File: src/rtl/loader_pkg.sv
`default_nettype none
// ============================================================================
//  Module      : loader_pkg
//  Description : Shared command codes and state encodings for the UART
//                memory loader and its receiver.
//  Revision    : 1.0 - initial release
// ============================================================================
package loader_pkg;

  localparam logic [7:0] CMD_ADR   = 8'h41;  // 'A' : set write address
  localparam logic [7:0] CMD_WRITE = 8'h57;  // 'W' : length, payload, checksum

  typedef enum logic [2:0] {
    P_IDLE = 3'd0,
    P_ADR  = 3'd1,
    P_LEN0 = 3'd2,
    P_LEN1 = 3'd3,
    P_DATA = 3'd4,
    P_CSUM = 3'd5
  } parser_state_t;

  typedef enum logic [1:0] {
    W_IDLE  = 2'd0,
    W_SETUP = 2'd1,
    W_PULSE = 2'd2,
    W_HOLD  = 2'd3
  } wseq_state_t;

  typedef enum logic [1:0] {
    RX_IDLE  = 2'd0,
    RX_START = 2'd1,
    RX_DATA  = 2'd2,
    RX_STOP  = 2'd3
  } rx_state_t;

endpackage
`default_nettype wire

File: src/rtl/uart_mem_loader_if.sv
`default_nettype none
// ============================================================================
//  Module      : uart_mem_loader_if
//  Description : Control, serial input and memory-bus signals of the loader.
//                slave = loader side, master = host / bus-mux side.
//  Revision    : 1.0 - initial release
// ============================================================================
interface uart_mem_loader_if #(
  parameter int ADR_WIDTH = 21
);
  logic                 enable;
  logic                 rx;
  logic [ADR_WIDTH-1:0] adr;
  logic [7:0]           data;
  logic                 write;
  logic                 busy;
  logic                 done;
  logic                 frame_err;
  logic                 cksum_err;

  modport slave (
    input  enable, rx,
    output adr, data, write, busy, done, frame_err, cksum_err
  );

  modport master (
    output enable, rx,
    input  adr, data, write, busy, done, frame_err, cksum_err
  );
endinterface
`default_nettype wire

File: src/rtl/uart_rx.sv
`default_nettype none
// ============================================================================
//  Module      : uart_rx
//  Description : 8N1 UART receiver, LSB first. Rejects start-bit glitches
//                shorter than half a bit; flags a low stop bit.
//  Revision    : 1.0 - initial release
// ============================================================================
module uart_rx
  import loader_pkg::*;
#(
  parameter int CLKS_PER_BIT = 104
) (
  input  logic       clk,
  input  logic       n_reset,
  input  logic       i_rx,
  output logic [7:0] o_byte,
  output logic       o_byte_valid,
  output logic       o_stop_err
);

  localparam int                 c_cnt_w = $clog2(CLKS_PER_BIT);
  localparam logic [c_cnt_w-1:0] c_half  = c_cnt_w'(CLKS_PER_BIT / 2 - 1);
  localparam logic [c_cnt_w-1:0] c_full  = c_cnt_w'(CLKS_PER_BIT - 1);

  logic [1:0]         r_sync;
  logic               r_prev;
  rx_state_t          r_state;
  logic [c_cnt_w-1:0] r_cnt;
  logic [2:0]         r_bit;
  logic [7:0]         r_shift;
  logic               r_byte_valid;
  logic               r_stop_err;
  logic               w_rx;
  logic               w_fall;

  assign w_rx   = r_sync[1];
  assign w_fall = r_prev & ~w_rx;

  // Two-flop synchroniser plus one-cycle history for falling-edge detection
  always_ff @(posedge clk or negedge n_reset) begin
    if (!n_reset) begin
      r_sync <= 2'b11;
      r_prev <= 1'b1;
    end else begin
      r_sync <= {r_sync[0], i_rx};
      r_prev <= w_rx;
    end
  end

  // Bit-timing FSM: half-bit start check, then sample each bit at its centre
  always_ff @(posedge clk or negedge n_reset) begin
    if (!n_reset) begin
      r_state      <= RX_IDLE;
      r_cnt        <= '0;
      r_bit        <= 3'd0;
      r_shift      <= 8'd0;
      r_byte_valid <= 1'b0;
      r_stop_err   <= 1'b0;
    end else begin
      r_byte_valid <= 1'b0;
      r_stop_err   <= 1'b0;
      case (r_state)
        RX_IDLE: begin
          if (w_fall) begin
            r_cnt   <= '0;
            r_state <= RX_START;
          end
        end
        RX_START: begin
          if (r_cnt == c_half) begin
            r_cnt   <= '0;
            r_bit   <= 3'd0;
            r_state <= w_rx ? RX_IDLE : RX_DATA;
          end else begin
            r_cnt <= r_cnt + c_cnt_w'(1);
          end
        end
        RX_DATA: begin
          if (r_cnt == c_full) begin
            r_cnt   <= '0;
            r_shift <= {w_rx, r_shift[7:1]};
            r_bit   <= r_bit + 3'd1;
            if (r_bit == 3'd7) begin
              r_state <= RX_STOP;
            end
          end else begin
            r_cnt <= r_cnt + c_cnt_w'(1);
          end
        end
        RX_STOP: begin
          if (r_cnt == c_full) begin
            r_cnt        <= '0;
            r_byte_valid <= w_rx;
            r_stop_err   <= ~w_rx;
            r_state      <= RX_IDLE;
          end else begin
            r_cnt <= r_cnt + c_cnt_w'(1);
          end
        end
        default: r_state <= RX_IDLE;
      endcase
    end
  end

  assign o_byte       = r_shift;
  assign o_byte_valid = r_byte_valid;
  assign o_stop_err   = r_stop_err;

endmodule
`default_nettype wire

File: src/rtl/uart_mem_loader.sv
`default_nettype none
// ============================================================================
//  Module      : uart_mem_loader
//  Description : Receives 'A'/'W' framed UART stream and writes payload bytes
//                to external memory with a fixed-width write strobe.
//  Revision    : 1.0 - initial release
// ============================================================================
module uart_mem_loader
  import loader_pkg::*;
#(
  parameter int ADR_WIDTH    = 21,
  parameter int CLKS_PER_BIT = 104,
  parameter int WRITE_CYCLES = 4
) (
  input  logic               clk,
  input  logic               n_reset,
  uart_mem_loader_if.slave   bus
);

  localparam int                 c_adr_bytes = (ADR_WIDTH + 7) / 8;
  localparam logic [3:0]         c_adr_last  = 4'(c_adr_bytes - 1);
  localparam int                 c_wc_w      = $clog2(WRITE_CYCLES + 1);
  localparam logic [c_wc_w-1:0]  c_wc_last   = c_wc_w'(WRITE_CYCLES - 1);

  generate
    if (CLKS_PER_BIT < 8 || WRITE_CYCLES < 1 || WRITE_CYCLES + 3 >= 10 * CLKS_PER_BIT) begin : g_param_check
      $error("uart_mem_loader: illegal CLKS_PER_BIT / WRITE_CYCLES combination");
    end
  endgenerate

  logic [7:0] w_byte;
  logic       w_byte_valid;
  logic       w_stop_err;

  uart_rx #(
    .CLKS_PER_BIT (CLKS_PER_BIT)
  ) u_rx (
    .clk          (clk),
    .n_reset      (n_reset),
    .i_rx         (bus.rx),
    .o_byte       (w_byte),
    .o_byte_valid (w_byte_valid),
    .o_stop_err   (w_stop_err)
  );

  parser_state_t             r_pstate;
  logic [3:0]                r_adr_cnt;
  logic [c_adr_bytes*8-1:0]  r_adr_buf;
  logic                      r_adr_load;
  logic [15:0]               r_len;
  logic [7:0]                r_cksum;
  logic                      r_done;
  logic                      r_frame_err;
  logic                      r_cksum_err;
  logic [c_adr_bytes*8-1:0]  w_adr_next;
  logic                      w_wr_req;

  wseq_state_t               r_wstate;
  logic [c_wc_w-1:0]         r_wcnt;
  logic [ADR_WIDTH-1:0]      r_adr;
  logic [ADR_WIDTH-1:0]      r_adr_pend_val;
  logic                      r_adr_pend;
  logic [7:0]                r_data;
  logic                      r_write;

  // Address bytes arrive little-endian: shift each new byte in from the top
  generate
    if (c_adr_bytes > 1) begin : g_adr_multi
      assign w_adr_next = {w_byte, r_adr_buf[c_adr_bytes*8-1:8]};
    end else begin : g_adr_single
      assign w_adr_next = w_byte;
    end
  endgenerate

  // Combinational so the strobe rises two cycles after the byte is received
  assign w_wr_req = w_byte_valid & bus.enable & (r_pstate == P_DATA);

  // Frame parser: command decode, address assembly, length and checksum
  always_ff @(posedge clk or negedge n_reset) begin
    if (!n_reset) begin
      r_pstate    <= P_IDLE;
      r_adr_cnt   <= 4'd0;
      r_adr_buf   <= '0;
      r_adr_load  <= 1'b0;
      r_len       <= 16'd0;
      r_cksum     <= 8'd0;
      r_done      <= 1'b0;
      r_frame_err <= 1'b0;
      r_cksum_err <= 1'b0;
    end else begin
      r_done     <= 1'b0;
      r_adr_load <= 1'b0;
      if (!bus.enable) begin
        r_pstate <= P_IDLE;
      end else if (w_stop_err) begin
        r_frame_err <= 1'b1;
        r_pstate    <= P_IDLE;
      end else if (w_byte_valid) begin
        case (r_pstate)
          P_IDLE: begin
            if (w_byte == CMD_ADR) begin
              r_frame_err <= 1'b0;
              r_cksum_err <= 1'b0;
              r_adr_cnt   <= 4'd0;
              r_pstate    <= P_ADR;
            end else if (w_byte == CMD_WRITE) begin
              r_frame_err <= 1'b0;
              r_cksum_err <= 1'b0;
              r_cksum     <= 8'd0;
              r_pstate    <= P_LEN0;
            end
          end
          P_ADR: begin
            r_adr_buf <= w_adr_next;
            if (r_adr_cnt == c_adr_last) begin
              r_adr_load <= 1'b1;
              r_pstate   <= P_IDLE;
            end else begin
              r_adr_cnt <= r_adr_cnt + 4'd1;
            end
          end
          P_LEN0: begin
            r_len[7:0] <= w_byte;
            r_pstate   <= P_LEN1;
          end
          P_LEN1: begin
            r_len[15:8] <= w_byte;
            r_pstate    <= ({w_byte, r_len[7:0]} == 16'd0) ? P_CSUM : P_DATA;
          end
          P_DATA: begin
            r_cksum <= r_cksum + w_byte;
            r_len   <= r_len - 16'd1;
            if (r_len == 16'd1) begin
              r_pstate <= P_CSUM;
            end
          end
          P_CSUM: begin
            if (w_byte == r_cksum) begin
              r_done <= 1'b1;
            end else begin
              r_cksum_err <= 1'b1;
            end
            r_pstate <= P_IDLE;
          end
          default: r_pstate <= P_IDLE;
        endcase
      end
    end
  end

  // Write sequencer: setup, fixed-width strobe, hold, then advance address.
  // A new 'A' address is parked until the sequencer is between writes.
  always_ff @(posedge clk or negedge n_reset) begin
    if (!n_reset) begin
      r_wstate       <= W_IDLE;
      r_wcnt         <= '0;
      r_adr          <= '0;
      r_adr_pend     <= 1'b0;
      r_adr_pend_val <= '0;
      r_data         <= 8'd0;
      r_write        <= 1'b0;
    end else begin
      case (r_wstate)
        W_IDLE: begin
          if (r_adr_pend) begin
            r_adr      <= r_adr_pend_val;
            r_adr_pend <= 1'b0;
          end
          if (w_wr_req) begin
            r_data   <= w_byte;
            r_wstate <= W_SETUP;
          end
        end
        W_SETUP: begin
          r_write  <= 1'b1;
          r_wcnt   <= '0;
          r_wstate <= W_PULSE;
        end
        W_PULSE: begin
          if (r_wcnt == c_wc_last) begin
            r_write  <= 1'b0;
            r_wstate <= W_HOLD;
          end else begin
            r_wcnt <= r_wcnt + c_wc_w'(1);
          end
        end
        W_HOLD: begin
          if (r_adr_pend) begin
            r_adr      <= r_adr_pend_val;
            r_adr_pend <= 1'b0;
          end else begin
            r_adr <= r_adr + ADR_WIDTH'(1);
          end
          r_wstate <= W_IDLE;
        end
        default: r_wstate <= W_IDLE;
      endcase
      // A freshly completed address frame overrides any older parked one
      if (r_adr_load) begin
        r_adr_pend     <= 1'b1;
        r_adr_pend_val <= r_adr_buf[ADR_WIDTH-1:0];
      end
    end
  end

  assign bus.adr       = r_adr;
  assign bus.data      = r_data;
  assign bus.write     = r_write;
  assign bus.done      = r_done;
  assign bus.frame_err = r_frame_err;
  assign bus.cksum_err = r_cksum_err;
  assign bus.busy      = (r_pstate != P_IDLE) || (r_wstate != W_IDLE);

endmodule
`default_nettype wire
File: src/flat_wrapper.sv
// flat-port wrapper written by rule: the top's interface ports become plain ports
module uart_mem_loader_flat import loader_pkg::*;
#(
  parameter int ADR_WIDTH    = 21,
  parameter int CLKS_PER_BIT = 104,
  parameter int WRITE_CYCLES = 4
)
  (clk, n_reset, bus_enable, bus_rx, bus_adr, bus_data, bus_write, bus_busy, bus_done, bus_frame_err, bus_cksum_err);
  uart_mem_loader_if #(.ADR_WIDTH(ADR_WIDTH)) bus_i ();
  input  logic clk;
  input  logic n_reset;
  input wire logic [$bits(bus_i.enable)-1:0] bus_enable;
  input wire logic [$bits(bus_i.rx)-1:0] bus_rx;
  output wire logic [$bits(bus_i.adr)-1:0] bus_adr;
  output wire logic [$bits(bus_i.data)-1:0] bus_data;
  output wire logic [$bits(bus_i.write)-1:0] bus_write;
  output wire logic [$bits(bus_i.busy)-1:0] bus_busy;
  output wire logic [$bits(bus_i.done)-1:0] bus_done;
  output wire logic [$bits(bus_i.frame_err)-1:0] bus_frame_err;
  output wire logic [$bits(bus_i.cksum_err)-1:0] bus_cksum_err;
  assign bus_i.enable = bus_enable;
  assign bus_i.rx = bus_rx;
  assign bus_adr = bus_i.adr;
  assign bus_data = bus_i.data;
  assign bus_write = bus_i.write;
  assign bus_busy = bus_i.busy;
  assign bus_done = bus_i.done;
  assign bus_frame_err = bus_i.frame_err;
  assign bus_cksum_err = bus_i.cksum_err;
  uart_mem_loader #(.ADR_WIDTH(ADR_WIDTH), .CLKS_PER_BIT(CLKS_PER_BIT), .WRITE_CYCLES(WRITE_CYCLES)) u_core (.clk(clk), .n_reset(n_reset), .bus(bus_i));
endmodule
File: config.mk
export PLATFORM = sky130hd
export DESIGN_NAME = uart_mem_loader_flat
export DESIGN_NICKNAME = d
export VERILOG_FILES = /design/src/rtl/loader_pkg.sv /design/src/rtl/uart_mem_loader_if.sv /design/src/rtl/uart_rx.sv /design/src/rtl/uart_mem_loader.sv /design/src/flat_wrapper.sv
export SDC_FILE = /design/constraint.sdc
export NUM_CORES = 1
export LEC_CHECK = 0
export CORE_UTILIZATION = 35
export CTS_CLUSTER_SIZE = 24
export DETAILED_ROUTE_END_ITERATION = 16
export GPL_TIMING_DRIVEN = 0
export PLACE_DENSITY = 0.52
export RECOVER_POWER = 25
export SKIP_LAST_GASP = 1
export SYNTH_ARGS = -nofsm -noshare
export SYNTH_HDL_FRONTEND = slang
export SYNTH_SLANG_ARGS = --single-unit
export TNS_END_PERCENT = 20
File: constraint.sdc
create_clock -name clk -period 2.5 [get_ports clk]
set_input_delay 0.375 -clock clk [delete_from_list [all_inputs] [get_ports clk]]
set_output_delay 0.375 -clock clk [all_outputs]
set_load 0.05 [all_outputs]
# Word-level counts from Yosys, hierarchy flattened
# Cells that the tools add are included.
[op_classes]
n_addsub = 7
n_eq_ne = 39
muxes = 64
bitwise = 5
reduce_logical = 37
[ops]
columns = ["cell", "count"]
rows = [
  ["$pmux 8 s2", 3],
  ["$mux 21", 2],
  ["$pmux 21 s2", 1],
  ["$mux 3", 10],
  ["$mux 1", 24],
  ["$reduce_bool 2->1", 12],
  ["$add 21x1->21 const B", 1],
  ["$mux 7", 3],
  ["$pmux 7 s3", 1],
  ["$reduce_and 4->1", 5],
  ["$ne 2x2->1 const B", 9],
  ["$reduce_and 6->1", 3],
  ["$eq 16x1->1 const B", 1],
  ["$eq 8x7->1 const B", 2],
  ["$logic_not 16->1", 1],
  ["$mux 2", 8],
  ["$mux 8", 2],
  ["$pmux 2 s4", 2],
  ["$sub 16x1->16 const B", 1],
  ["$pmux 3 s5", 1],
  ["$pmux 3 s2", 2],
  ["$reduce_and 2->1", 6],
  ["$ne 2x1->1 const B", 5],
  ["$eq 3x2->1 const B", 3],
  ["28 further kinds", 44],
]
[word_totals]
regBits = 141
inputBits = 4
out_inout_bits = 34
wordCells = 177

# Depth between registers and ports, before layout
# Gate-level depths: netlist of the first run.
[logic_depth]
depth_word = 7
depth_mapped = 8
mapped_depth_nobuf = 8

# By module
# A second synthesis of the first run with hierarchy kept.
[unflattened]
cells_unflattened = 692
hier_area_um2 = 7329.5
[modules_own_cells]
columns = ["mod", "instances", "cells_per_inst", "area_each_um2", "seq_area_each_um2"]
rows = [
  ["uart_mem_loader", 1, 594, 6124.6, 2902.8],
  ["uart_rx", 1, 98, 1204.9, 629.4],
]

# Worst setup path after synthesis of the first run
# OpenSTA, ideal clock, no wires.
[synth_path]
kind = "register to register"
start = "register u_core.u_rx.r_cnt[0]"
end = "register u_core.u_rx.r_bit[2]"
setup_time_ps = 121
arrival_ps = 1983
required_ps = 2379
path_slack_ps = 396
stages_incl_launch_ff = 7
n_path_buf = 0
period_less_slack_ps = 2104
path_cell_list = "dfrtp_1 > ha_1 > nand3_1 > or4b_4 > nor2_4 > mux2_2 > a22o_1"
[synth_between]
elab_chain_cells = 3
elab_cells_between_ends = 5
cone_classes = "eq/ne: 4; reduce/logical: 1"
[synth_lines]
columns = ["item", "line", "rtl"]
rows = [
  ["start, declared", "uart_rx.sv:28", "logic [c_cnt_w-1:0] r_cnt;"],
  ["start signal, assigned", "uart_rx.sv:75", "r_cnt <= r_cnt + c_cnt_w'(1);"],
  ["start signal, assigned", "uart_rx.sv:87", "r_cnt <= r_cnt + c_cnt_w'(1);"],
  ["start signal, assigned", "uart_rx.sv:97", "r_cnt <= r_cnt + c_cnt_w'(1);"],
  ["$eq 7x7->1 / $eq 7x6->1 (equally long branches)", "uart_rx.sv:79, uart_rx.sv:70", ""],
  ["$ne 2x2->1 (no line)", "n/a", ""],
  ["$reduce_and 3->1 (no line) *", "n/a", ""],
  ["end signal, assigned", "uart_rx.sv:82", "r_bit <= r_bit + 3'd1;"],
  ["end, declared", "uart_rx.sv:29", "logic [2:0] r_bit;"],
]
# Every way passes the cells marked *; elsewhere a longest branch is shown, timed or not.
# A chain may end at the register's enable or synchronous reset.

# Worst setup path after layout of the first run
[layout_path]
start = "register u_core.r_pstate[2]"
end = "output bus_busy"
[layout_between]
elab_chain_cells = 2
[layout_lines]
columns = ["item", "line", "rtl"]
rows = [
  ["start, declared", "uart_mem_loader.sv:46", "parser_state_t r_pstate;"],
  ["start signal, assigned", "uart_mem_loader.sv:128", "r_pstate <= ({w_byte, r_len[7:0]} == 16'd0) ? P_CSUM : P_DATA;"],
  ["$reduce_bool 3->1", "uart_mem_loader.sv:212", "assign bus.busy = (r_pstate != P_IDLE) || (r_wstate != W_IDLE);"],
  ["$logic_or 1x1->1", "uart_mem_loader.sv:212", ""],
  ["end, declared", "flat_wrapper.sv:17", "output wire logic [$bits(bus_i.busy)-1:0] bus_busy;"],
]
# No other way between the ends.

==> flow_metrics.env, run 1 <==
export IMPL_placed_cell_area_mm2=0.00795
export IMPL_r2r_cells=6
export IMPL_worst_hold_path_endpoint="u_core.u_rx.r_sync[1]"
export IMPL_reported_leakage_power_uw=0.00377
export IMPL_worst_ep_required_time_ns=2.12
export IMPL_place_gp_congestion=0.938
export IMPL_skew_ns=0.00764
export IMPL_setup_worst_path_class="register to primary output"
export IMPL_antenna_found_initial=0
export IMPL_first_pass_iters=7
export IMPL_ys_dominant_reg_cell="sky130_fd_sc_hd__dfrtp_1"
export IMPL_netlist_top_cells_area="sky130_fd_sc_hd__dfrtp_1 48%, sky130_fd_sc_hd__mux2_2 10%, sky130_fd_sc_hd__ha_1 3.8%"
export IMPL_synthesis_area_mm2=0.00721
export IMPL_worstSetupStartpointType="register"
export IMPL_layout_commonest_cell="sky130_fd_sc_hd__dfrtp_1"
export IMPL_min_period_ns=2.37
export IMPL_drc=0
export IMPL_synthToLayoutAreaGrowth_pct=19.1
export IMPL_r2r_setup_slk_ns=0.25
export IMPL_via_count=5750
export IMPL_timing_worst_slew_pin_value_ns=1.84
export IMPL_fin_tns_setup_ns=0
export IMPL_synth_area_per_cell_um2=10.5
export IMPL_crit_path_end_kind="primary output"
export IMPL_cts_tree="done"
export IMPL_port_buffers=37
export IMPL_run_status="complete, but fails checks"
export IMPL_initial_core_util=0.356
export IMPL_detail_route_antenna_nets=0
export IMPL_hold_viol=0
export IMPL_timing_max_slew_rel_slack=-0.228
export IMPL_place_inst=995
export IMPL_finish_net_count=771
export IMPL_worst_hold_path_num_cells=0
export IMPL_detail_route_wl_per_cell_um=17.7
export IMPL_holdCritPathClass="register to register"
export IMPL_seq_area_frac_synth=0.490
export IMPL_postCtsSetupBuffers=0
export IMPL_path_max_fanout=10
export IMPL_total_routing_resource_utilization_after_global_routing=0.178
export IMPL_design_portCount=38
export IMPL_clock_tree_root_cell="sky130_fd_sc_hd__clkbuf_16"
export IMPL_detailedPlacementHpwl_um=12900
export IMPL_tritoncts_sink_count=141
export IMPL_synthesis_yosys_warnings=0
export IMPL_critPathArrivalTime_ns=1.99
export IMPL_final_design_area_no_fill_mm2=0.00859
export IMPL_synth_lib_cells_used_distinct=75
export IMPL_placementRows=52
export IMPL_clk_pin_slew_worst_setup_hold_paths_ns=0.06
export IMPL_core_area_mm2=0.0202
export IMPL_fin_cells=1026
export IMPL_unrepaired_setup_endpoints_after_global_routing="no"
export IMPL_route_final_wire_length_um=18100
export IMPL_synth_top_cell_area_share=0.479
export IMPL_synth_edf_count=0
export IMPL_synth_fp_nets=714
export IMPL_ys_seq_elements=141
export IMPL_floorplan_die_area_mm2=0.0212
export IMPL_cts_made_buffers=17
export IMPL_worstSkewPairLatency_ns=0.42
export IMPL_grt_remaining_overflow=0
export IMPL_finalHoldWorstSlack_ns=0.361
export IMPL_worstSetupStartpoint="u_core.r_pstate[2]"
export IMPL_reg2reg_to="u_core.r_cksum[6]"
export IMPL_clock_tree_buffer_depth=2
export IMPL_most_frequent_cells_in_the_layout="138 x sky130_fd_sc_hd__dfrtp_1, 67 x sky130_fd_sc_hd__mux2_2, 60 x sky130_fd_sc_hd__nand2_1"
export IMPL_failed_checks="capacitance limit, slew limit"
export IMPL_grt_pass1_wl_um=29800
export IMPL_initialDrtViolationCount=323
export IMPL_layout_worst_path_cycle_share=0.948
export IMPL_chip_height_um=146
export IMPL_num_antenna_cells=0
export IMPL_htreeDepth=4
export IMPL_synth_async_reset_ratio=1.00
export IMPL_final_number_of_setup_violating_endpoints=0
export IMPL_die_width_um=146
export IMPL_drive_gt1_frac=0.168
export IMPL_maximum_number_of_pins_on_one_net_before_global_route_repair=73
export IMPL_synth_area_leader_cell="sky130_fd_sc_hd__dfrtp_1"
export IMPL_maxClockFrequency_mhz=422
export IMPL_grt_pass1_vias=5681
export IMPL_postSynthCellCount=687
export IMPL_worst_hold_startpoint="u_core.u_rx.r_sync[0]"
export IMPL_detail_route_vias_per_cell=5.60
export IMPL_final_max_slew_violation_count=72
export IMPL_maxCapViolations=1
export IMPL_crit_reg2reg_launch="u_core.u_rx.o_byte[2]"
export IMPL_pwr_density_cell_mw_per_mm2=630
export IMPL_max_vdd_ir_drop_mv=0.475
## flip-flops by register name, summed over array words and instances, names as in the netlist, 2 cells and up, named ones only
signal,count
u_core.u_rx.r_sync,2
u_core.u_rx.r_bit,3
u_core.r_adr_pend_val,21
u_core.bus.data,8
u_core.r_len,16
u_core.r_cksum,8
u_core.r_adr_cnt,4
u_core.r_wcnt,3
u_core.r_pstate,3
u_core.u_rx.r_cnt,7
u_core.r_wstate,2
u_core.r_adr_buf,24
u_core.bus.adr,21
u_core.u_rx.o_byte,8
## routing by layer
layer	vias up	GRT usage	share of wire
met4	0	0.0742	0.022
met1	2861	0.235	0.46
met2	169	0.278	0.47
met3	36	0.0442	0.050
li1	2684	-	-
met5	-	0	0
## cells by family after synthesis
kind of cell | synth area share
and+or+nand+nor | 0.141
AOI/OAI and AO/OA | 0.170
muxes | 0.117
adders and majority gates | 0.0409
DFF | 0.490
buffers and inverters | 0.0317
xor gates and xnor gates | 0.00971
## synthesized netlist by cell type, types with 3 or more instances
cell type and count:
sky130_fd_sc_hd__nor2_1 37, sky130_fd_sc_hd__o2111ai_1 3, sky130_fd_sc_hd__and4_1 4, sky130_fd_sc_hd__nor2b_1 7, sky130_fd_sc_hd__nand2b_1 3, sky130_fd_sc_hd__dfrtp_1 138, sky130_fd_sc_hd__and3_1 5, sky130_fd_sc_hd__o21a_1 5
sky130_fd_sc_hd__a22o_1 12, sky130_fd_sc_hd__o21ai_0 43, sky130_fd_sc_hd__or3_1 5, sky130_fd_sc_hd__ha_1 22, sky130_fd_sc_hd__o31ai_1 7, sky130_fd_sc_hd__o22ai_1 13, sky130_fd_sc_hd__o31a_1 3, sky130_fd_sc_hd__mux2_2 67
sky130_fd_sc_hd__o41ai_1 6, sky130_fd_sc_hd__dfstp_2 3, sky130_fd_sc_hd__xor2_1 4, sky130_fd_sc_hd__inv_1 24, sky130_fd_sc_hd__xnor2_1 4, sky130_fd_sc_hd__mux2i_1 7, sky130_fd_sc_hd__o32ai_1 5, sky130_fd_sc_hd__nand2_1 60
sky130_fd_sc_hd__o211ai_1 5, sky130_fd_sc_hd__buf_1 3, sky130_fd_sc_hd__nor4_1 8, sky130_fd_sc_hd__a21o_1 5, sky130_fd_sc_hd__nand3_1 26, sky130_fd_sc_hd__a21oi_1 43, sky130_fd_sc_hd__nor3_1 15, sky130_fd_sc_hd__o22a_1 3
sky130_fd_sc_hd__clkbuf_1 19, sky130_fd_sc_hd__a31oi_1 6, sky130_fd_sc_hd__buf_2 9, sky130_fd_sc_hd__nand4_1 7, sky130_fd_sc_hd__nor4b_1 3
## final cells by class
cell class,count,area (um2)
Sequential cell,141,3530
Buffer,31,135
Multi-Input combinational cell,489,3470
Clock inverter,10,163
Fill cell,1923,11600
Clock buffer,21,460
Tap cell,270,338
Timing Repair Buffer,39,402
Inverter,25,93.8
## what timing repair did
| item | 4_1_cts | 5_1_grt |
|---|---|---|
| hold buffers | 1 | 0 |
| endpoints found under the setup margin | 1 | 1 |
| gates resized for setup | 5 | 1 |
| endpoints found under the hold margin | 34 | 0 |
## per-stage QoR
step                power, uW  setup WS, ns  utilization
detailed placement       2770        -0.375        0.393
global route             5620        0.0137        0.425
finish                   5410         0.131        0.425
floorplan                2660         0.396            -
CTS                      5490        0.0356        0.425
global placement         2760         -4.74        0.391
## worst max-delay path: stages (launching register included)
cell,delay [ns]
sky130_fd_sc_hd__dfrtp_1,0.41
sky130_fd_sc_hd__clkbuf_1,0.40
sky130_fd_sc_hd__nor3_2,0.13
sky130_fd_sc_hd__nand2_1,0.10
sky130_fd_sc_hd__dlygate4sd2_1,0.52
## power breakdown
part	internal, uW	leakage (uW)	switching, uW
Sequential	2340	0.00193	46.0
Combinational	124	0.00155	211
Clock	1720	0.000300	970
## worst max path at each step
stage | depth (start not counted) | to
floorplan | 6 | u_core.u_rx.r_bit[2]
global placement | 1 | u_core.r_len[0]
detailed placement | 6 | bus_busy
CTS | 4 | bus_busy
global route | 4 | bus_busy
finish | 4 | bus_busy
(Power assumes the default switching activity.)
==> inputs of run 2 (changes only) <==
Settings changed: DONT_BUFFER_PORTS set to 1, GPL_ROUTABILITY_DRIVEN set to 0, PLACE_DENSITY 0.52 to 0.5, SETUP_SLACK_MARGIN set to 0.4.
==> run 2 against run 1 <==
Effect of this change: the flow finishes with violations (hold timing); clock power shrank 1%; final area shrank 1.6%; largest cell class is now multi-input combinational cells; die area is the same; combinational power grew 6.0%; wire length grew 1.6%; power shrank 0.27%; non-clock buffer count shrank 20; critical path type is now register to register; sequential power is essentially flat; maximum frequency grew 12%; clock skew grew 0.0016 ns; global-route usage grew 0.33 points; highest routed layer unchanged.
==> flow_metrics.env, run 2 (synthesis gave the netlist of run 1 again) <==
export IMPL_fin_tns_setup_ns=0
export IMPL_skew_ns=0.00929
export IMPL_maxCapViolations=0
export IMPL_r2r_setup_slk_ns=0.38
export IMPL_num_antenna_cells=0
export IMPL_utilization=0.418
export IMPL_clk_pin_slew_worst_setup_hold_paths_ns=0.07
export IMPL_detail_route_vias_per_cell=5.60
export IMPL_flip_flop_count_of_the_largest_register_all_copies_and_words_added=24
export IMPL_timing_worst_slew_pin_value_ns=0.645
export IMPL_floorplan_die_area_mm2=0.0212
export IMPL_design_portCount=38
export IMPL_finish_net_count=751
export IMPL_registers_top_by_ff_count="u_core.r_adr_buf"
export IMPL_fin_cells=1007
export IMPL_path_max_fanout=10
export IMPL_detailedPlacementHpwl_um=12300
export IMPL_clock_tree_buffer_depth=2
export IMPL_chip_height_um=146
export IMPL_htreeDepth=4
export IMPL_layout_commonest_cell="sky130_fd_sc_hd__dfrtp_1"
export IMPL_initial_core_util=0.356
export IMPL_min_period_ns=2.12
export IMPL_grt_pass1_wl_um=30300
export IMPL_multi_input_area_mm2=0.00356
export IMPL_reported_leakage_power_uw=0.00372
export IMPL_crit_path_end_kind="register"
export IMPL_groute_layer_met3_usage=0.0382
export IMPL_pwr_density_cell_mw_per_mm2=639
export IMPL_timing_max_slew_rel_slack=0.558
export IMPL_setup_worst_path_class="register to register"
export IMPL_grt_met1_usage=0.238
export IMPL_report_power_total_uw=5400
export IMPL_cts_tree="done"
export IMPL_placementRows=52
export IMPL_worst_ep_required_time_ns=2.78
export IMPL_top_usage_layer="met2"
export IMPL_cts_hold_buffers_added=1
export IMPL_grt_remaining_overflow=0
export IMPL_holdCritPathClass="primary input to async pin"
export IMPL_grt_pass1_vias=5663
export IMPL_detail_route_antenna_nets=0
export IMPL_clock_tree_root_cell="sky130_fd_sc_hd__clkbuf_16"
export IMPL_place_inst=957
export IMPL_layout_worst_path_cycle_share=0.846
export IMPL_ff_latch_area_mm2=0.00356
export IMPL_detail_route_wl_per_cell_um=18.3
export IMPL_run_status="complete, but fails checks"
export IMPL_finalHoldWorstSlack_ns=-0.359
export IMPL_total_routing_resource_utilization_after_global_routing=0.181
export IMPL_synthToLayoutAreaGrowth_pct=17.2
export IMPL_unrepaired_setup_endpoints_after_global_routing="yes"
export IMPL_first_pass_iters=5
export IMPL_via_count=5636
export IMPL_core_area_mm2=0.0202
export IMPL_antenna_found_initial=0
export IMPL_die_width_um=146
export IMPL_worstSkewPairLatency_ns=0.42
export IMPL_drive_gt1_frac=0.246
export IMPL_worstSetupStartpointType="register"
export IMPL_hold_viol=141
export IMPL_drc=0
export IMPL_critPathArrivalTime_ns=2.39
export IMPL_most_frequent_cells_in_the_layout="118 x sky130_fd_sc_hd__dfrtp_1, 66 x sky130_fd_sc_hd__mux2_2, 59 x sky130_fd_sc_hd__nand2_1"
export IMPL_port_buffers=0
export IMPL_initialDrtViolationCount=325
export IMPL_failed_checks="hold timing"
export IMPL_final_number_of_setup_violating_endpoints=0
export IMPL_final_fill_count=1936
export IMPL_cts_made_buffers=17
export IMPL_maximum_number_of_pins_on_one_net_before_global_route_repair=142
export IMPL_tritoncts_sink_count=141
export IMPL_final_max_slew_violation_count=0
export IMPL_max_vdd_ir_drop_mv=0.457
export IMPL_route_final_wire_length_um=18400
export IMPL_maxClockFrequency_mhz=473
export IMPL_use_met2=0.288
==> run 2: changes by cell type in the layout (fill, tap and decap cells not counted), sizes merged <==
cell	before	now
clkinvlp	2	1
buf	13	32
clkbuf	41	34
clkdlybuf4s50	34	0
inv	25	30
dlygate4sd2	1	0
clkinv	4	6
dlygate4sd3	2	1
bufinv	4	3
==> run 2: path summary, 6_finish.rpt <==
path	from	end	cells past startpoint
setup reg to reg	u_core.r_wstate[0]	u_core.bus.adr[11]	7
setup / recovery	u_core.r_wstate[0]	u_core.bus.adr[11]	7
hold reg to reg	u_core.u_rx.r_sync[0]	u_core.u_rx.r_sync[1]	0
max in group asynchronous	n_reset	u_core.u_rx.r_sync[1]	0
min in group clk	bus_enable	u_core.bus.frame_err	1
hold / removal	n_reset	u_core.bus.adr[7]	0
==> run 2: where the power goes <==
group | leakage (uW) | internal (uW) | switching [uW]
combinational | 0.00153 | 162 | 193
sequential | 0.00189 | 2340 | 50.9
clock | 0.000299 | 1590 | 1060
==> run 2: area by class of cell <==
type                       instances  area share
sequential                       141       0.421
buffer                            32      0.0181
clock buffer                      17      0.0503
tap                              270      0.0400
inverter                          25      0.0111
multi-input combinational        489       0.421
timing repair buffer              18      0.0163
clock inverter                    15      0.0216
==> run 2: per-stage QoR <==
step	setup WS (ns)	hold WS [ns]	instance area, um2
after floorplan	0.411	0.0794	7220
after global placement	-0.0172	0.0843	7550
after detailed placement	-0.0567	0.0845	7550
after CTS	0.270	-0.372	8260
after global routing	0.206	-0.380	8450
final	0.385	-0.359	8450
==> run 2: what timing repair did <==
item,4_1_cts,5_1_grt
buffers inserted,4,13
setup endpoints to repair,64,72
endpoints found under the hold margin,142,141
pin swaps,2,5
resized for setup,27,30
==> run 2: per-layer routing <==
layer / vias up / share of wire
met4: 0 / 0.024
met2: 156 / 0.47
met5: - / 0
li1: 2633 / -
met3: 39 / 0.050
met1: 2808 / 0.46
==> run 2: worst max-delay path, stage by stage, from the launching register on <==
cell	delay, ns
sky130_fd_sc_hd__dfrtp_1	0.39
sky130_fd_sc_hd__ha_1	0.22
sky130_fd_sc_hd__nor2b_1	0.15
sky130_fd_sc_hd__clkbuf_1	0.34
sky130_fd_sc_hd__clkbuf_1	0.43
sky130_fd_sc_hd__o21ai_0	0.20
sky130_fd_sc_hd__a21oi_1	0.18
sky130_fd_sc_hd__a21oi_1	0.05
==> inputs of run 3 (changes only) <==
Settings changed: PLACE_DENSITY 0.5 to 0.52.
Clock period 2.5 ns to 1.7 ns, I/O delays scaled along.
==> run 3 against run 2 <==
Effect of this change: the run ends with hold timing, setup timing left; critical path depth decreased by 2; critical path type unchanged; utilization is 5.4 points higher; first-iteration DRC count shrank 21%; sequential cell count stayed put; power rose by 46%; worst setup slack worse by 0.66 ns; global-route usage rose by 0.61 points; highest routed layer unchanged; hold slack worse by 0.12 ns; non-clock buffer count up 55; count of clock-buffer cells in the layout rose by 2; register-to-register slack worse by 0.66 ns; final area grew 13%.
==> flow_metrics.env, run 3 (synthesis gave the netlist of run 1 again) <==
export IMPL_design_portCount=38
export IMPL_antenna_found_initial=0
export IMPL_layout_worst_path_cycle_share=1.16
export IMPL_placed_cell_area_mm2=0.00769
export IMPL_most_frequent_cells_in_the_layout="109 x sky130_fd_sc_hd__dfrtp_1, 71 x sky130_fd_sc_hd__buf_4, 58 x sky130_fd_sc_hd__nand2_1, 58 x sky130_fd_sc_hd__mux2_2, 36 x sky130_fd_sc_hd__a21oi_1"
export IMPL_drc=0
export IMPL_wirelength_met1_um=8490
export IMPL_route_final_wire_length_um=19300
export IMPL_reported_leakage_power_uw=0.00413
export IMPL_crit_reg2reg_launch="u_core.r_len[12]"
export IMPL_initial_core_util=0.356
export IMPL_finalHoldWorstSlack_ns=-0.478
export IMPL_max_vdd_ir_drop_mv=0.651
export IMPL_first_pass_iters=5
export IMPL_detail_route_vias_per_cell=5.57
export IMPL_final_fill_count=1863
export IMPL_unrepaired_setup_endpoints_after_global_routing="yes"
export IMPL_grt_pass1_wl_um=31200
export IMPL_top_signal_layer_used="met4"
export IMPL_maximum_number_of_pins_on_one_net_before_global_route_repair=142
export IMPL_worst_slack_ns=-0.274
export IMPL_detailedPlacementHpwl_um=12300
export IMPL_htreeDepth=4
export IMPL_r2r_setup_slk_ns=-0.27
export IMPL_maxClockFrequency_mhz=507
export IMPL_worstSetupStartpointType="register"
export IMPL_timing_worst_slew_pin_value_ns=0.614
export IMPL_path_max_fanout=4
export IMPL_ff_latch_area_mm2=0.00358
export IMPL_finish_net_count=806
export IMPL_layout_commonest_cell="sky130_fd_sc_hd__dfrtp_1"
export IMPL_final_number_of_setup_violating_endpoints=66
export IMPL_via_count=5918
export IMPL_pwr_density_cell_mw_per_mm2=824
export IMPL_worst_ep_required_time_ns=2.04
export IMPL_num_antenna_cells=0
export IMPL_r2r_cells=5
export IMPL_floorplan_die_area_mm2=0.0212
export IMPL_failed_checks="hold timing, setup timing"
export IMPL_maxCapViolations=0
export IMPL_cts_hold_buffers_added=2
export IMPL_utilization=0.471
export IMPL_registers_top_by_ff_count="u_core.r_adr_buf"
export IMPL_placementRows=52
export IMPL_min_period_ns=1.97
export IMPL_clock_tree_buffer_depth=2
export IMPL_core_area_mm2=0.0202
export IMPL_hold_viol=141
export IMPL_initialDrtViolationCount=257
export IMPL_dr_wl_met3_um=1040
export IMPL_worstSkewPairLatency_ns=0.43
export IMPL_drive_gt1_frac=0.398
export IMPL_flip_flop_count_of_the_largest_register_all_copies_and_words_added=24
export IMPL_final_design_area_no_fill_mm2=0.00954
export IMPL_reg2reg_to="u_core.r_pstate[1]"
export IMPL_synthToLayoutAreaGrowth_pct=32.2
export IMPL_clock_tree_root_cell="sky130_fd_sc_hd__clkbuf_16"
export IMPL_skew_ns=0.00895
export IMPL_critPathArrivalTime_ns=2.32
export IMPL_setup_worst_path_class="register to register"
export IMPL_holdCritPathClass="primary input to async pin"
export IMPL_chip_height_um=146
export IMPL_dr_wl_met2_um=9420
export IMPL_cts_tree="done"
export IMPL_run_status="complete, but fails checks"
export IMPL_crit_path_end_kind="register"
export IMPL_tritoncts_sink_count=141
export IMPL_final_max_slew_violation_count=0
export IMPL_grt_pass1_vias=5865
export IMPL_multi_input_area_mm2=0.00402
export IMPL_cts_made_buffers=17
export IMPL_grt_remaining_overflow=0
export IMPL_timing_max_slew_rel_slack=0.591
export IMPL_port_buffers=0
export IMPL_total_routing_resource_utilization_after_global_routing=0.187
export IMPL_detail_route_wl_per_cell_um=18.2
export IMPL_die_width_um=146
export IMPL_detail_route_antenna_nets=0
export IMPL_clk_pin_slew_worst_setup_hold_paths_ns=0.06
==> run 3: how the worst max path moves through the flow <==
stage                              from               endpoint  slack, ns
3_5_place_dp   u_core.u_rx.o_byte_valid        u_core.r_len[0]      -0.52
2_1_floorplan      u_core.u_rx.r_cnt[0]   u_core.u_rx.r_bit[1]      -0.26
5_1_grt            u_core.u_rx.r_cnt[0]  u_core.u_rx.o_byte[4]      -0.35
4_1_cts            u_core.u_rx.r_cnt[0]   u_core.u_rx.r_bit[1]      -0.28
3_3_place_gp         u_core.r_pstate[2]        u_core.r_len[1]      -0.51
6_report               u_core.r_len[12]     u_core.r_pstate[1]      -0.27
==> run 3: per-stage QoR <==
| step | instances | total power [uW] | hold WS, ns | TNS, ns | worst slack (ns) |
|---|---|---|---|---|---|
| after global routing | 1062 | 8180 | -0.502 | -14.83 | -0.354 |
| final | 1062 | 7860 | -0.478 | -8.26 | -0.274 |
| after CTS | 1035 | 7940 | -0.494 | -10.34 | -0.278 |
| after global placement | 957 | 4040 | -0.0369 | -33.24 | -0.506 |
| after detailed placement | 957 | 4050 | -0.0375 | -34.44 | -0.524 |
| after floorplan | 687 | 3960 | -0.0406 | -4.05 | -0.262 |
==> run 3: repair_timing <==
action	in CTS	in global routing
cloned	2	0
pin swaps	8	33
hold endpoints to repair	143	141
setup buffers	42	27
resized for setup	70	111
setup endpoints to repair	148	153
==> run 3: cell type report <==
cell class,instances,share of cell area
clock buffer,19,0.0475
sequential,141,0.375
inverter,25,0.0101
tap,270,0.0354
buffer,32,0.0290
timing repair buffer,73,0.0651
multi-input combinational,489,0.421
clock inverter,13,0.0161
==> run 3: where the power goes <==
part | internal (uW) | switching, uW | total, uW
sequential | 3450 | 73.0 | 3520
combinational | 257 | 284 | 541
clock | 2270 | 1530 | 3800
total | 5970 | 1890 | 7860
==> run 3: critical path, cell delays in order (launching register included) <==
cell,delay [ns]
sky130_fd_sc_hd__dfrtp_2,0.44
sky130_fd_sc_hd__or3_4,0.42
sky130_fd_sc_hd__or3b_4,0.39
sky130_fd_sc_hd__o31ai_4,0.24
sky130_fd_sc_hd__o2111ai_2,0.19
sky130_fd_sc_hd__a211oi_2,0.21
==> run 3: routing by layer <==
layer | track usage | vias to the layer above
li1 | - | 2749
met1 | 0.240 | 2974
met2 | 0.308 | 170
met3 | 0.0461 | 25
met4 | 0.0647 | 0
met5 | 0 | -
